File: config.mk
export PLATFORM = sky130hd
export DESIGN_NAME = sd_spi_init_sequencer
export DESIGN_NICKNAME = d
export VERILOG_FILES = /design/src/rtl/sd_spi_init_sequencer.sv
export SDC_FILE = /design/constraint.sdc
export NUM_CORES = 1
export LEC_CHECK = 0
export CAP_MARGIN = 20
export CORE_AREA = 2 2 94 96
export CTS_BUF_LIST = sky130_fd_sc_hd__clkbuf_4 sky130_fd_sc_hd__clkbuf_8
export DETAILED_ROUTE_END_ITERATION = 7
export DIE_AREA = 0 0 96 98
export PLACE_DENSITY = 0.78
export SKIP_CTS_REPAIR_TIMING = 1
export SLEW_MARGIN = 10
export SYNTH_ARGS = -nofsm -noshare
export SYNTH_HDL_FRONTEND = slang
export SYNTH_SLANG_ARGS = --single-unit
File: constraint.sdc
create_clock -name clk -period 2.3 [get_ports clk]
set_input_delay 0.23 -clock clk [delete_from_list [all_inputs] [get_ports clk]]
set_output_delay 0.23 -clock clk [all_outputs]
set_load 0.005 [all_outputs]
File: src/rtl/sd_spi_init_sequencer.sv
// SD card SPI-mode power-up/initialisation sequencer that drives a bit-level command engine.
// Walks power delay, dummy clocks, CMD0, CMD8, CMD55/ACMD41 polling and CMD58, then reports card type.
module sd_spi_init_sequencer #(
  parameter int POWERUP_CYCLES    = 100000,
  parameter int CMD0_RETRIES      = 8,
  parameter int ACMD41_RETRIES    = 1000,
  parameter int ACMD41_GAP_CYCLES = 100000
) (
  input  logic        clk,
  input  logic        rst_n,
  input  logic        start,
  output logic        sd_reset,
  output logic        fast_clk_sel,
  output logic        eng_valid,
  input  logic        eng_ready,
  output logic        eng_dummy,
  output logic [5:0]  eng_cmd,
  output logic [31:0] eng_arg,
  output logic [6:0]  eng_crc,
  output logic        eng_resp_long,
  input  logic        eng_done,
  input  logic        eng_timeout,
  input  logic [7:0]  eng_r1,
  input  logic [31:0] eng_data,
  output logic        busy,
  output logic        init_done,
  output logic        init_error,
  output logic [3:0]  error_code,
  output logic        card_v2,
  output logic        card_hcs
);

  localparam int WAIT_MAX = (POWERUP_CYCLES > ACMD41_GAP_CYCLES) ? POWERUP_CYCLES : ACMD41_GAP_CYCLES;
  localparam int CW = $clog2(WAIT_MAX + 1);
  localparam int RW = $clog2(CMD0_RETRIES + 1);
  localparam int PW = $clog2(ACMD41_RETRIES + 1);
  localparam logic [CW-1:0] PU_LAST  = CW'((POWERUP_CYCLES > 0) ? POWERUP_CYCLES - 1 : 0);
  localparam logic [CW-1:0] GAP_LAST = CW'((ACMD41_GAP_CYCLES > 0) ? ACMD41_GAP_CYCLES - 1 : 0);
  localparam logic [RW-1:0] CMD0_MAX = RW'(CMD0_RETRIES);
  localparam logic [PW-1:0] A41_MAX  = PW'(ACMD41_RETRIES);

  typedef enum logic [3:0] {
    S_IDLE, S_POWERUP, S_DUMMY, S_CMD0, S_CMD8, S_CMD55,
    S_ACMD41, S_GAP, S_CMD58, S_DONE, S_ERROR
  } state_t;

  state_t          state, state_d;
  logic            sent, sent_d;
  logic [CW-1:0]   cnt, cnt_d;
  logic [RW-1:0]   retry, retry_d, retry_inc;
  logic [PW-1:0]   polls, polls_d, polls_inc;
  logic            v2_d, hcs_d;
  logic [3:0]      err_d;
  logic            resp, resp_ok;

  logic            sd_reset_d, fast_d, valid_d, dummy_d, long_d, busy_d, done_d, error_d;
  logic [5:0]      cmd_d;
  logic [31:0]     arg_d;
  logic [6:0]      crc_d;

  logic            data_unused;
  assign data_unused = ^{eng_data[31], eng_data[29:12]};

  assign retry_inc = retry + 1'b1;
  assign polls_inc = polls + 1'b1;
  // A response only counts once our request has been accepted.
  assign resp      = sent && eng_done;
  assign resp_ok   = resp && !eng_timeout;

  always_ff @(posedge clk) begin
    if (!rst_n) begin
      state         <= S_IDLE;
      sent          <= 1'b0;
      cnt           <= '0;
      retry         <= '0;
      polls         <= '0;
      card_v2       <= 1'b0;
      card_hcs      <= 1'b0;
      error_code    <= 4'd0;
      sd_reset      <= 1'b1;
      fast_clk_sel  <= 1'b0;
      eng_valid     <= 1'b0;
      eng_dummy     <= 1'b0;
      eng_cmd       <= 6'd0;
      eng_arg       <= 32'd0;
      eng_crc       <= 7'd0;
      eng_resp_long <= 1'b0;
      busy          <= 1'b0;
      init_done     <= 1'b0;
      init_error    <= 1'b0;
    end else begin
      state         <= state_d;
      sent          <= sent_d;
      cnt           <= cnt_d;
      retry         <= retry_d;
      polls         <= polls_d;
      card_v2       <= v2_d;
      card_hcs      <= hcs_d;
      error_code    <= err_d;
      sd_reset      <= sd_reset_d;
      fast_clk_sel  <= fast_d;
      eng_valid     <= valid_d;
      eng_dummy     <= dummy_d;
      eng_cmd       <= cmd_d;
      eng_arg       <= arg_d;
      eng_crc       <= crc_d;
      eng_resp_long <= long_d;
      busy          <= busy_d;
      init_done     <= done_d;
      init_error    <= error_d;
    end
  end

  always_comb begin
    state_d = state;
    sent_d  = sent;
    cnt_d   = cnt;
    retry_d = retry;
    polls_d = polls;
    v2_d    = card_v2;
    hcs_d   = card_hcs;
    err_d   = error_code;
    if (eng_valid && eng_ready) sent_d = 1'b1;
    case (state)
      S_IDLE, S_DONE, S_ERROR: begin
        if (start) begin
          state_d = S_POWERUP;
          sent_d  = 1'b0;
          cnt_d   = '0;
          retry_d = '0;
          polls_d = '0;
          v2_d    = 1'b0;
          hcs_d   = 1'b0;
          err_d   = 4'd0;
        end
      end
      S_POWERUP: begin
        if (cnt >= PU_LAST) begin
          state_d = S_DUMMY;
          cnt_d   = '0;
        end else begin
          cnt_d = cnt + 1'b1;
        end
      end
      S_DUMMY: begin
        if (resp) begin
          state_d = S_CMD0;
          sent_d  = 1'b0;
        end
      end
      S_CMD0: begin
        if (resp) begin
          sent_d = 1'b0;
          if (resp_ok && eng_r1 == 8'h01) begin
            state_d = S_CMD8;
          end else if (retry_inc >= CMD0_MAX) begin
            retry_d = retry_inc;
            state_d = S_ERROR;
            err_d   = 4'd1;
          end else begin
            retry_d = retry_inc;
          end
        end
      end
      S_CMD8: begin
        if (resp) begin
          sent_d = 1'b0;
          if (resp_ok && eng_r1 == 8'h01 && eng_data[11:0] == 12'h1AA) begin
            v2_d    = 1'b1;
            state_d = S_CMD55;
          end else if (resp_ok && eng_r1[2]) begin
            v2_d    = 1'b0;
            state_d = S_CMD55;
          end else begin
            state_d = S_ERROR;
            err_d   = 4'd2;
          end
        end
      end
      S_CMD55: begin
        if (resp) begin
          sent_d = 1'b0;
          if (resp_ok && (eng_r1 == 8'h00 || eng_r1 == 8'h01)) begin
            state_d = S_ACMD41;
          end else begin
            state_d = S_ERROR;
            err_d   = 4'd4;
          end
        end
      end
      S_ACMD41: begin
        if (resp) begin
          sent_d = 1'b0;
          if (resp_ok && eng_r1 == 8'h00) begin
            hcs_d   = 1'b0;
            state_d = card_v2 ? S_CMD58 : S_DONE;
          end else if (resp_ok && eng_r1 == 8'h01) begin
            polls_d = polls_inc;
            if (polls_inc >= A41_MAX) begin
              state_d = S_ERROR;
              err_d   = 4'd3;
            end else begin
              state_d = S_GAP;
              cnt_d   = '0;
            end
          end else begin
            state_d = S_ERROR;
            err_d   = 4'd4;
          end
        end
      end
      S_GAP: begin
        if (cnt >= GAP_LAST) begin
          state_d = S_CMD55;
          cnt_d   = '0;
        end else begin
          cnt_d = cnt + 1'b1;
        end
      end
      S_CMD58: begin
        if (resp) begin
          sent_d = 1'b0;
          if (resp_ok && eng_r1 == 8'h00) begin
            hcs_d   = eng_data[30];
            state_d = S_DONE;
          end else begin
            state_d = S_ERROR;
            err_d   = 4'd5;
          end
        end
      end
      default: state_d = S_IDLE;
    endcase
  end

  // Outputs are decoded from the next state so that the registered copies line up with state.
  always_comb begin
    sd_reset_d = 1'b0;
    fast_d     = 1'b0;
    valid_d    = 1'b0;
    dummy_d    = 1'b0;
    cmd_d      = 6'd0;
    arg_d      = 32'd0;
    crc_d      = 7'd0;
    long_d     = 1'b0;
    busy_d     = 1'b1;
    done_d     = 1'b0;
    error_d    = 1'b0;
    case (state_d)
      S_IDLE: begin
        sd_reset_d = 1'b1;
        busy_d     = 1'b0;
      end
      S_DUMMY: begin
        valid_d = !sent_d;
        dummy_d = 1'b1;
      end
      S_CMD0: begin
        valid_d = !sent_d;
        crc_d   = 7'h4A;
      end
      S_CMD8: begin
        valid_d = !sent_d;
        cmd_d   = 6'd8;
        arg_d   = 32'h0000_01AA;
        crc_d   = 7'h43;
        long_d  = 1'b1;
      end
      S_CMD55: begin
        valid_d = !sent_d;
        cmd_d   = 6'd55;
        crc_d   = 7'h7F;
      end
      S_ACMD41: begin
        valid_d = !sent_d;
        cmd_d   = 6'd41;
        arg_d   = {1'b0, v2_d, 30'd0};
        crc_d   = 7'h7F;
      end
      S_CMD58: begin
        valid_d = !sent_d;
        cmd_d   = 6'd58;
        crc_d   = 7'h7F;
        long_d  = 1'b1;
      end
      S_DONE: begin
        fast_d = 1'b1;
        done_d = 1'b1;
        busy_d = 1'b0;
      end
      S_ERROR: begin
        error_d    = 1'b1;
        busy_d     = 1'b0;
        sd_reset_d = 1'b1;
      end
      default: ;
    endcase
  end

endmodule

# After elaboration in Yosys (flattened, before gate mapping)
# Cells that the tools add are included.
[classes]
n_addsub = 3
order_cmp = 3
eq_ne = 38
mux = 75
reduce_logical = 33
[op_table]
columns = ["op", "count"]
rows = [
  ["two-way mux 4 bit", 34],
  ["two-way mux 17 bit", 6],
  ["case mux 31 bit (2 select lines)", 1],
  ["case mux 17 bit (3 select lines)", 1],
  ["two-way mux 10 bit", 4],
  ["case mux 4 bit (9 select lines)", 1],
  ["!= test 2 bit (second input constant)", 17],
  ["equality test 4 x 3 -> 1 bit (second input constant)", 7],
  ["equality test 4 bit (second input constant)", 6],
  ["case mux 4 bit (6 select lines)", 1],
  ["case mux 6 bit (4 select lines)", 1],
  ["case mux 7 bit (3 select lines)", 1],
  ["case mux 10 bit (2 select lines)", 1],
  ["two-way mux 1 bit", 19],
  ["adder 17 x 1 -> 17 bit (second input constant)", 1],
  [">= comparator 17 bit (second input constant)", 1],
  ["equality test 4 x 2 -> 1 bit (second input constant)", 4],
  ["AND reduction 15 bit", 1],
  ["equality test 12 x 9 -> 1 bit (second input constant)", 1],
  ["AND reduction 6 bit", 2],
  ["OR reduction 6 bit", 2],
  ["adder 10 x 1 -> 10 bit (second input constant)", 1],
  [">= comparator 10 bit (second input constant)", 1],
  ["OR reduction 3 bit", 3],
  ["other kinds (21)", 35],
]
[word_totals]
ff_bits = 94
output_inout_bits = 59

# Depth between registers and ports, before layout
[depth]
word_depth = 10
mapped_depth = 11
mapped_depth_nobuf = 9

# Least setup slack after synthesis
# No wires, ideal clock.
[synth_timing]
path_type = "register to register"
startpoint = "register polls[0]"
endpoint = "register eng_cmd[3]"
setup_ns = 0.067
arrival_time_ns = 2.323
required_ns = 2.233
setup_slack_ns = -0.090
stages_incl_launch_ff = 10
path_buffers = 0
synth_period_minus_slack_ns = 2.390
cell_sequence = "dfxtp_1 ha_1 nand3_1 nor3_1 o21ai_1 o21ai_4 nand4_4 or3_4 or3_4 a21oi_2"
[synth_via]
elab_chain_cells = 9
[synth_rtl]
columns = ["item", "line_no", "source"]
rows = [
  ["start: declaration", "51", "logic [PW-1:0] polls, polls_d, polls_inc;"],
  ["start signal: assignment", "96", "polls <= polls_d;"],
  ["adder 10 x 1 -> 10 bit (*)", "65", "assign polls_inc = polls + 1'b1;"],
  [">= comparator 10 bit (*)", "199", "if (polls_inc >= A41_MAX) begin"],
  ["two-way mux 4 bit (*)", "199", ""],
  ["two-way mux 4 bit (*)", "197", "end else if (resp_ok && eng_r1 == 8'h01) begin"],
  ["two-way mux 4 bit (*)", "194", "if (resp_ok && eng_r1 == 8'h00) begin"],
  ["two-way mux 4 bit (*)", "192", "if (resp) begin"],
  ["case mux 4 bit (9 select lines) (*)", "124", "case (state)"],
  ["equality test 4 bit / equality test 4 x 3 -> 1 bit (equally long branches)", "249", "case (state_d)"],
  ["case mux 6 bit (4 select lines) (*)", "249", ""],
  ["end signal: assignment", "104", "eng_cmd <= cmd_d;"],
  ["end: declaration", "17", "output logic [5:0] eng_cmd,"],
]
# Every way passes the cells marked *; elsewhere a longest branch is shown, timed or not.
# A chain may end at the register's enable or synchronous reset.

# Worst setup path after layout
[layout_timing]
startpoint = "input port eng_r1[6]"
endpoint = "register eng_cmd[3]"
[layout_via]
elab_chain_cells = 8
[layout_rtl]
columns = ["item", "line_no", "source"]
rows = [
  ["start: declaration", "23", "input logic [7:0] eng_r1,"],
  ["equality test 8 x 1 -> 1 bit / logical NOT 8 bit (equally long branches)", "--", ""],
  ["logical AND 1 bit / logical OR 1 bit (equally long branches)", "--", ""],
  ["two-way mux 4 bit (tied with other cells)", "197", ""],
  ["two-way mux 4 bit, on equally long branches", "194, 168, 183", ""],
  ["two-way mux 4 bit, on equally long branches", "192, 166, 181", ""],
  ["case mux 4 bit (9 select lines) (*)", "124", ""],
  ["equality test 4 bit / equality test 4 x 3 -> 1 bit (equally long branches)", "249", ""],
  ["case mux 6 bit (4 select lines) (*)", "249", ""],
]
# Marked as above.

==> reports/metrics.cfg <==
[outcome]
outcome=complete, but fails checks
violations=negative setup slack

[timing]
min_period_ns=2.35
finalHoldViolations=0
period_share=1.02
finalSetupTns_ns=-0.218
finalSetupViolCount=8
tightestPinTransition_ns=0.544
setup_ws_ns=-0.0469
rsz0062_at_grt=true
max_freq_mhz=426
relSlewSlack=0.634
clock_skew_ns=0.0139
slew_viol_final=0

[yosys]
ys_ff_latch=58
synth_cell_types=76
synthMuxAreaShare=0.00673
synthXorXnorAreaFrac=0.0448
synthSimpleGateAreaFrac=0.287
synth_compound_area_frac=0.210
yosys-top-cells-area=dfxtp_1 (31%), buf_4 (7.9%), nor2_1 (6.4%)
synth_top_area_share=0.312
synthAdderAreaFrac=0.0162
yosysMostFrequentCell=nor2_1
yosysWarnings=0
async_flop_share=0
avgSynthCellArea_um2=7.91
synth_common_cells=nor2_1 (63), dfxtp_1 (58), buf_4 (39)
synth_top_family_by_area=simple AND/OR/NAND/NOR gates
synth_edf_count=0
synth_ff_type=dfxtp_1
synthCells=470
ys_seq_area_frac=0.312
yosysTopAreaCell=dfxtp_1
synth_area_um2=3720

[pwr]
ir_worst_vdd_v=0.000461
total_leakage_power_uw=0.00217
power_density_nw_per_um2=456

[floorplanning]
pin_count=105
die-area_um2=9410
dieHeight_um=98
die_w_um=96
std_cell_rows=34
core-area_um2=8470
start_util=0.439

[worst_hold_path]
hold_start=retry[3]
hold-path-endpoint=retry[3]
hp-class=flop to flop
min_path_cells=2

[drt]
via_per_inst=5.45
drc=0
vias=3977
ant_nets=0
routedWlPerCell_um=15.2
drt-initial-drc-count=297
drt_wl_total_mm=11.1
first_pass_iters=5

[global_route]
antenna_found_initial=0
grt_pass1_vias=3714
grt_use_total=0.230
grt_first_pass_wirelength_mm=17.3
grt_max_degree=24
gr-total-overflow=0

[clock_tree]
clockRootBuffer=clkbuf_8
clk_latency_ns=0.35
htreeDepth=3
path_clk_slew_ns=0.08
cts_buffer_depth=2
numClockSinks=58
cts_buffers=9
cts_tree=done

[worst_setup_path]
path_delay_family=simple AND/OR/NAND/NOR gates
timing.rr.end=busy
cp-start-kind=primary input
worst_setup_path_end_kind=flop
cp_slowest_stage_delay_ns=0.43
crit_fanout=6
r2r-start=state[3]
r2r_setup_slack_ns=-0.04
slowest_stage=clkdlybuf4s50_1
crit_type=primary input to flop
cp.required_ns=2.60
crit_chain=clkdlybuf4s50_1 > and4bb_2 > nand4_4 > buf_6 > a311oi_4 > nand4_4 > or3_4 > or3_4 > a21oi_2
rr_worst_depth=9
arrival_ns=2.64
crit_buf_inv=2
path_depth=9
startpoint=eng_r1[6]

[cells_and_area]
syn2layout_area_growth_pct=48.2
drive_gt1_frac=0.309
nNetsFinal=667
final_core_utilization=0.651
antenna_cells=0

[placement]
place_congestion=0.906
dp_hpwl_mm=7.93
port_buffers=58

[flow_run]
maxCapViolations=0

[sequential cells by signal (all words and copies together), names as in the netlist]
name and flops:
eng_resp_long 1, init_done 1, card_v2 1, card_hcs 1
sent 1, eng_cmd 4, init_error 1, busy 1
retry 4, eng_valid 1, polls 10, state 4
sd_reset 1, eng_crc 4, eng_arg 2, eng_dummy 1
cnt 17, error_code 3
[cell usage in the layout (no fill, tap or decap), types with 4 or more instances in the layout]
cell and n:
nand2_1 36, or3_1 9, nand3b_1 6, and3_1 4, inv_1 12, nor3_2 4
conb_1 27, buf_4 108, a22oi_1 4, nand2b_1 4, nor3_1 6, dfxtp_1 50
dfxtp_4 4, nor2_2 4, nand4_1 10, and2_1 4, nand3_1 12, a31oi_1 8
xor2_1 7, clkdlybuf4s50_1 57, dfxtp_2 4, xnor2_1 10, a21oi_1 20, clkbuf_8 9
o21ai_0 24, nor2_1 58
[cell families (layout without fill, tap and decap cells)]
logic type,Yosys count,after routing
simple gates,201,201
compound gates,110,110
buf+inv,74,200
flops,58,58
xor+xnor,19,19
fa+ha+maj,5,5
mux,2,2
other cells,1,27
[routing by layer]
metal,track usage,up-vias,wire [um]
met5,0,-,0
met2,0.370,163,5450
li1,-,1922,-
met4,0.0703,0,172
met3,0.0509,18,737
met1,0.304,1874,4740
[report_power, final]
group	internal [uW]	leakage, uW	switching (uW)
Clock	728	0.000124	459
Sequential	1010	0.000474	9.48
Combinational	154	0.00158	150
Total	1890	0.00217	618
[through the flow]
stage                     setup WS (ns)  hold WS, ns  area (um^2)  cells  power [uW]
after floorplan                 0.00516        0.395         3840    496        1210
after global placement           -0.401        0.457         4930    705        1330
after detailed placement         -0.483        0.482         4930    705        1330
after CTS                        -0.257        0.495         5180    721        2520
after global routing             -0.161        0.514         5510    730        2610
final                           -0.0469        0.489         5510    730        2510
[worst reg2reg max path, cell delays in order (launching register included)]
cell and delay, ns:
dfxtp_2 0.33, buf_12 0.15, or4bb_1 0.54, nor2_1 0.14
o32ai_2 0.11, a21o_1 0.17, a22oi_2 0.27, nor2_4 0.12
mux2i_2 0.18, o221a_2 0.26
[layout make-up]
cell class | instances | area, um^2
Tap cell | 108 | 135
Clock buffer | 9 | 124
Fill cell | 692 | 2960
Inverter | 14 | 52.6
Sequential cell | 58 | 1180
Multi-Input combinational cell | 364 | 2440
Clock inverter | 7 | 125
Timing Repair Buffer | 170 | 1450
[how the worst max path moves through the flow]
stage                       end
global route         eng_cmd[3]
global placement     eng_cmd[3]
CTS                 eng_arg[30]
floorplan            eng_cmd[3]
detailed placement      cnt[11]
finish               eng_cmd[3]
No activity file was read; power rests on OpenSTA's default activity.
